## config.mk

```make
export PLATFORM = sky130hd
export DESIGN_NAME = rr_stream_mux
export DESIGN_NICKNAME = d
export VERILOG_FILES = /design/src/rtl/rr_stream_mux.sv
export SDC_FILE = /design/constraint.sdc
export NUM_CORES = 1
export LEC_CHECK = 0
export BUFFER_PORTS_ARGS = -buffer_cell sky130_fd_sc_hd__buf_2
export CAP_MARGIN = 30
export CORE_MARGIN = 8
export CORE_UTILIZATION = 41
export DETAILED_ROUTE_END_ITERATION = 12
export PLACE_DENSITY = 0.85
export SETUP_SLACK_MARGIN = 0.2
export SYNTH_ARGS = -nofsm -noshare
export SYNTH_HDL_FRONTEND = slang
export SYNTH_SLANG_ARGS = --single-unit
```

## constraint.sdc

```tcl
create_clock -name clk -period 1.9 [get_ports clk]
set_input_delay 0.285 -clock clk [delete_from_list [all_inputs] [get_ports clk]]
set_output_delay 0.285 -clock clk [all_outputs]
set_load 0.005 [all_outputs]
```

## src/rtl/rr_stream_mux.sv

```systemverilog
// Registered CH:1 valid/ready stream mux with fixed-select or round-robin arbitration.
// Optional even-parity output out_par is enabled by defining RR_MUX_PARITY_EN.
module rr_stream_mux #(
    parameter int WIDTH = 16,
    parameter int CH    = 4,
    localparam int SW   = $clog2(CH)
) (
    input  logic                clk,
    input  logic                rst_n,
    input  logic [CH*WIDTH-1:0] in_data,
    input  logic [CH-1:0]       in_valid,
    output logic [CH-1:0]       in_ready,
    input  logic                mode,
    input  logic [SW-1:0]       sel,
    output logic [WIDTH-1:0]    out_data,
    output logic [SW-1:0]       out_ch,
    output logic                out_valid,
    input  logic                out_ready
`ifdef RR_MUX_PARITY_EN
    ,
    output logic                out_par
`endif
);

    logic [SW-1:0]    r_rr_ptr;
    logic [WIDTH-1:0] r_out_data;
    logic [SW-1:0]    r_out_ch;
    logic             r_out_valid;

    logic             w_load_en;
    logic             w_found;
    logic [SW-1:0]    w_idx;
    logic [CH-1:0]    w_grant;
    logic             w_xfer;
    logic [WIDTH-1:0] w_sel_data;

    assign w_load_en = !r_out_valid || out_ready;

    // Round-robin: scan from the farthest candidate back to rr_ptr+1 so the
    // nearest valid channel after rr_ptr overwrites the rest and wins.
    always_comb begin
        logic [SW-1:0] w_cand;
        w_found = 1'b0;
        w_idx   = '0;
        w_cand  = '0;
        if (!mode) begin
            w_found = in_valid[sel];
            w_idx   = sel;
        end else begin
            for (int k = CH; k >= 1; k--) begin
                w_cand = r_rr_ptr + SW'(k);
                if (in_valid[w_cand]) begin
                    w_found = 1'b1;
                    w_idx   = w_cand;
                end
            end
        end
    end

    for (genvar gi = 0; gi < CH; gi++) begin : g_grant
        assign w_grant[gi] = w_found && (w_idx == SW'(gi));
    end

    assign in_ready   = rst_n ? (w_grant & {CH{w_load_en}}) : '0;
    assign w_xfer     = rst_n && w_found && w_load_en;
    assign w_sel_data = in_data[w_idx*WIDTH +: WIDTH];

    always_ff @(posedge clk) begin
        if (!rst_n) begin
            r_rr_ptr    <= SW'(CH - 1);
            r_out_data  <= '0;
            r_out_ch    <= '0;
            r_out_valid <= 1'b0;
        end else if (w_xfer) begin
            r_rr_ptr    <= w_idx;
            r_out_data  <= w_sel_data;
            r_out_ch    <= w_idx;
            r_out_valid <= 1'b1;
        end else if (r_out_valid && out_ready) begin
            r_out_valid <= 1'b0;
        end
    end

`ifdef RR_MUX_PARITY_EN
    logic r_out_par;

    always_ff @(posedge clk) begin
        if (!rst_n) begin
            r_out_par <= 1'b0;
        end else if (w_xfer) begin
            r_out_par <= ^w_sel_data;
        end
    end

    assign out_par = r_out_par;
`endif

    assign out_data  = r_out_data;
    assign out_ch    = r_out_ch;
    assign out_valid = r_out_valid;

endmodule

```

==> impl_metrics.xml <==
<?xml version="1.0" encoding="UTF-8"?>
<metrics>
  <group name="critical_path">
    <metric name="critPathMaxFanout" unit="">8</metric>
    <metric name="timing.critical_path.arrival" unit="ns">1.86</metric>
    <metric name="critPathSlowestCell" unit="">sky130_fd_sc_hd__dfxtp_4</metric>
    <metric name="timing.critical_path.buf_inv" unit="">2</metric>
    <metric name="timing.critical_path.slowest_cell_delay" unit="ns">0.39</metric>
    <metric name="crit_path_end_kind" unit="">output port</metric>
    <metric name="startpoint_type" unit="">flip-flop</metric>
    <metric name="timing_worst_setup_path_type" unit="">reg2out</metric>
    <metric name="timing.critical_path.cells" unit="">and4b_1 &gt; a311oi_2 &gt; o31ai_4 &gt; buf_4 &gt; nor3b_2 &gt; buf_2</metric>
    <metric name="crit_family" unit="">compound AO/OA/AOI/OAI gates</metric>
    <metric name="cp_data_required_time" unit="ns">1.62</metric>
  </group>
  <group name="sta">
    <metric name="fmax" unit="MHz">466.9</metric>
    <metric name="setup_total_negative_slack" unit="ns">-0.9454</metric>
    <metric name="hold_viol_final" unit="">0</metric>
    <metric name="grt_setup_unrepaired" unit="">yes</metric>
    <metric name="timing.slew.headroom" unit="">0.6197</metric>
    <metric name="final_worst_setup_slack" unit="ns">-0.2417</metric>
    <metric name="clock_skew" unit="ns">0.004742</metric>
    <metric name="layout_worst_path_cycle_share" unit="">1.127</metric>
    <metric name="final.hold.worst_slack" unit="ns">0.2883</metric>
    <metric name="setup_viol" unit="">4</metric>
    <metric name="tightest_slew" unit="ns">0.5690</metric>
    <metric name="finalMaxSlewViolations" unit="">0</metric>
    <metric name="period_needed" unit="ns">2.142</metric>
  </group>
  <group name="final_layout">
    <metric name="layout-area-overhead-vs-synth" unit="%">55.19</metric>
    <metric name="post_route_cells_drive_above_1_share" unit="">0.6163</metric>
    <metric name="fin_nets" unit="">320</metric>
    <metric name="multi_input_combinational_cell_area" unit="µm²">1082</metric>
    <metric name="register_area" unit="µm²">424.2</metric>
    <metric name="layoutNonFillerInstCount" unit="">291</metric>
    <metric name="mostFrequentLayoutCell" unit="">sky130_fd_sc_hd__buf_2</metric>
    <metric name="fillers" unit="">282</metric>
    <metric name="antennaDiodeCount" unit="">0</metric>
    <metric name="mostFrequentLayoutCells" unit="">sky130_fd_sc_hd__buf_2, sky130_fd_sc_hd__mux2i_1, sky130_fd_sc_hd__dfxtp_1</metric>
  </group>
  <group name="grt">
    <metric name="wire_length_of_the_first_global_routing_pass" unit="mm">7.279</metric>
    <metric name="grt_pass1_vias" unit="">1539</metric>
    <metric name="antenna_found_initial" unit="">0</metric>
    <metric name="global_route.usage.total" unit="">0.1655</metric>
    <metric name="grt_remaining_overflow" unit="">0</metric>
    <metric name="grt_max_degree" unit="">22</metric>
  </group>
  <group name="hold_path">
    <metric name="worst_hold_path_type" unit="">in2reg</metric>
  </group>
  <group name="synth">
    <metric name="syn_nets" unit="">219</metric>
    <metric name="synth.top_cells.by_area" unit="">sky130_fd_sc_hd__dfxtp_1, sky130_fd_sc_hd__mux2i_1, sky130_fd_sc_hd__o221ai_2</metric>
    <metric name="synth_top_flop_cell" unit="">sky130_fd_sc_hd__dfxtp_1</metric>
    <metric name="synth_largest_area_cell" unit="">sky130_fd_sc_hd__dfxtp_1</metric>
    <metric name="synth_edf_count" unit="">0</metric>
    <metric name="yosys_warning_total" unit="">0</metric>
    <metric name="yosys.cell_types.count" unit="">31</metric>
    <metric name="syn-instance-count" unit="">145</metric>
    <metric name="synth_area" unit="µm²">1421</metric>
    <metric name="synth_top_area_frac" unit="">0.2958</metric>
    <metric name="yosys_register_bits" unit="">21</metric>
    <metric name="ys_async_sr_fraction" unit="">0</metric>
    <metric name="synth.yosys.seq_area_share" unit="">0.2958</metric>
    <metric name="syn_avg_cell_area" unit="µm²">9.803</metric>
  </group>
  <group name="pwr">
    <metric name="vdd_ir_drop_max" unit="mV">0.3768</metric>
    <metric name="power_density" unit="nW/µm²">626.7</metric>
    <metric name="p_leak" unit="nW">1.037</metric>
  </group>
  <group name="clock_tree">
    <metric name="cts.root.buffer_cell" unit="">sky130_fd_sc_hd__clkbuf_4</metric>
    <metric name="clock_insertion_delay_worst_skew" unit="ns">0.30</metric>
    <metric name="worst_setup_hold_path_clk_slew" unit="ns">0.11</metric>
    <metric name="numCtsBuffers" unit="">3</metric>
    <metric name="tritoncts_clock_tree" unit="">done</metric>
    <metric name="clock_tree.htree_level_count" unit="">1</metric>
    <metric name="cts.sink_count" unit="">21</metric>
    <metric name="clk_path_buf_depth" unit="">2</metric>
  </group>
  <group name="drt">
    <metric name="route.layer.met1.wl" unit="mm">1.847</metric>
    <metric name="vias" unit="">1571</metric>
    <metric name="dr.pass1.iters" unit="">4</metric>
    <metric name="drt_iter0_drc" unit="">68</metric>
    <metric name="vias_per_cell" unit="">5.399</metric>
    <metric name="totalWireLength" unit="mm">4.975</metric>
    <metric name="final_antenna_net_count" unit="">0</metric>
    <metric name="routed-wl-met3" unit="µm">322</metric>
    <metric name="drc_errors" unit="">0</metric>
    <metric name="routed.top_layer" unit="">met4</metric>
    <metric name="detailroute.wirelength.met2" unit="mm">2.716</metric>
    <metric name="route.detailed.wl_per_inst" unit="µm">17.10</metric>
  </group>
  <group name="place">
    <metric name="place.detailed.hpwl" unit="mm">3.524</metric>
    <metric name="number_of_buffers_added_on_ports" unit="">96</metric>
    <metric name="place.detailed.instances" unit="">285</metric>
    <metric name="gp_congestion" unit="">0.8232</metric>
    <metric name="pre_cts_slack" unit="ns">-0.1505</metric>
  </group>
  <group name="floorplanning">
    <metric name="core_area" unit="µm²">3337</metric>
    <metric name="rows" unit="">21</metric>
    <metric name="floorplan.initialDensity" unit="">0.4259</metric>
    <metric name="dieHeight" unit="µm">74.88</metric>
    <metric name="dieArea" unit="µm²">5607</metric>
    <metric name="ioPinCount" unit="">97</metric>
    <metric name="dieWidth" unit="µm">74.88</metric>
  </group>
  <group name="run_status">
    <metric name="outcome" unit="">finished, violations left</metric>
    <metric name="violated_checks" unit="">setup timing</metric>
  </group>
  <group name="job">
    <metric name="max-cap-violations" unit="">0</metric>
  </group>
</metrics>
final timing paths:
check | startpoint | to | slack (ns) | depth (start not counted)
worst max register to register | r_rr_ptr[1]$_SDFFE_PN1P_ | out_data[13]$_SDFFE_PN0P_ | 0.01 | 7
worst min register to register | out_ch[0]$_SDFFE_PN0P_ | out_ch[0]$_SDFFE_PN0P_ | 0.46 | 2
worst min-delay path | in_data[14] | out_data[14]$_SDFFE_PN0P_ | 0.29 | 3
worst max-delay path | r_rr_ptr[1]$_SDFFE_PN1P_ | in_ready[3] | -0.24 | 6
logic make-up (layout without fill, tap and decap cells):
kind of cell,count (synthesis),in the layout,synth area share
buffers and inverters,14,114,0.06250
and+or+nand+nor,47,47,0.1840
AOI/OAI and AO/OA,27,27,0.2042
muxes,36,36,0.2535
DFF,21,21,0.2958
flip-flops by register name (all words and copies together), names as in the netlist:
signal     count
r_rr_ptr       2
out_ch         2
out_valid      1
out_data      16
routing by layer:
layer  up-vias  track usage
li1        758            -
met1       750       0.1890
met2        55       0.2869
met3         8      0.04527
met4         0      0.05652
met5         -            0
cell type report:
| class | count | area share |
|---|---|---|
| repair buffers | 108 | 0.2757 |
| multi-input cells | 110 | 0.4906 |
| clock buffers | 4 | 0.01191 |
| well taps | 46 | 0.02609 |
| inverters | 2 | 0.003403 |
| flip-flops and latches | 21 | 0.1923 |
report_power, final:
| part | internal, mW | switching, mW |
|---|---|---|
| Combinational | 0.332 | 0.294 |
| Sequential | 0.506 | 0.0357 |
| Clock | 0.0816 | 0.134 |
metrics by stage:
step                      area, µm²  power [mW]    util
after global routing           2206       1.466  0.6610
after CTS                      2142       1.347  0.6419
after floorplan                1430      0.8594       -
after detailed placement       1983       1.065  0.5943
final                          2206       1.382  0.6610
after global placement         1983       1.053  0.5943
synth_stat cells, drive strengths merged (2+ instances only):
library cell	n
a21boi	3
buf	8
clkbuf	4
dfxtp	21
inv	2
mux2i	36
nand2	6
nand2b	3
nand3	18
nor2	7
nor2b	3
nor3b	2
o221ai	17
or2	3
what timing repair did:
item | in CTS | in global routing
buffers inserted | 2 | 0
gates resized for setup | 25 | 15
pin swaps | 3 | 5
setup endpoints to repair | 22 | 22
hold buffers | 0 | 0
tightest hold or removal path, stage by stage:
cell and delay, ns:
sky130_fd_sc_hd__buf_2 0.07, sky130_fd_sc_hd__mux2i_1 0.05, sky130_fd_sc_hd__o221ai_1 0.14
Note: power is estimated with default switching activity, not from simulation.
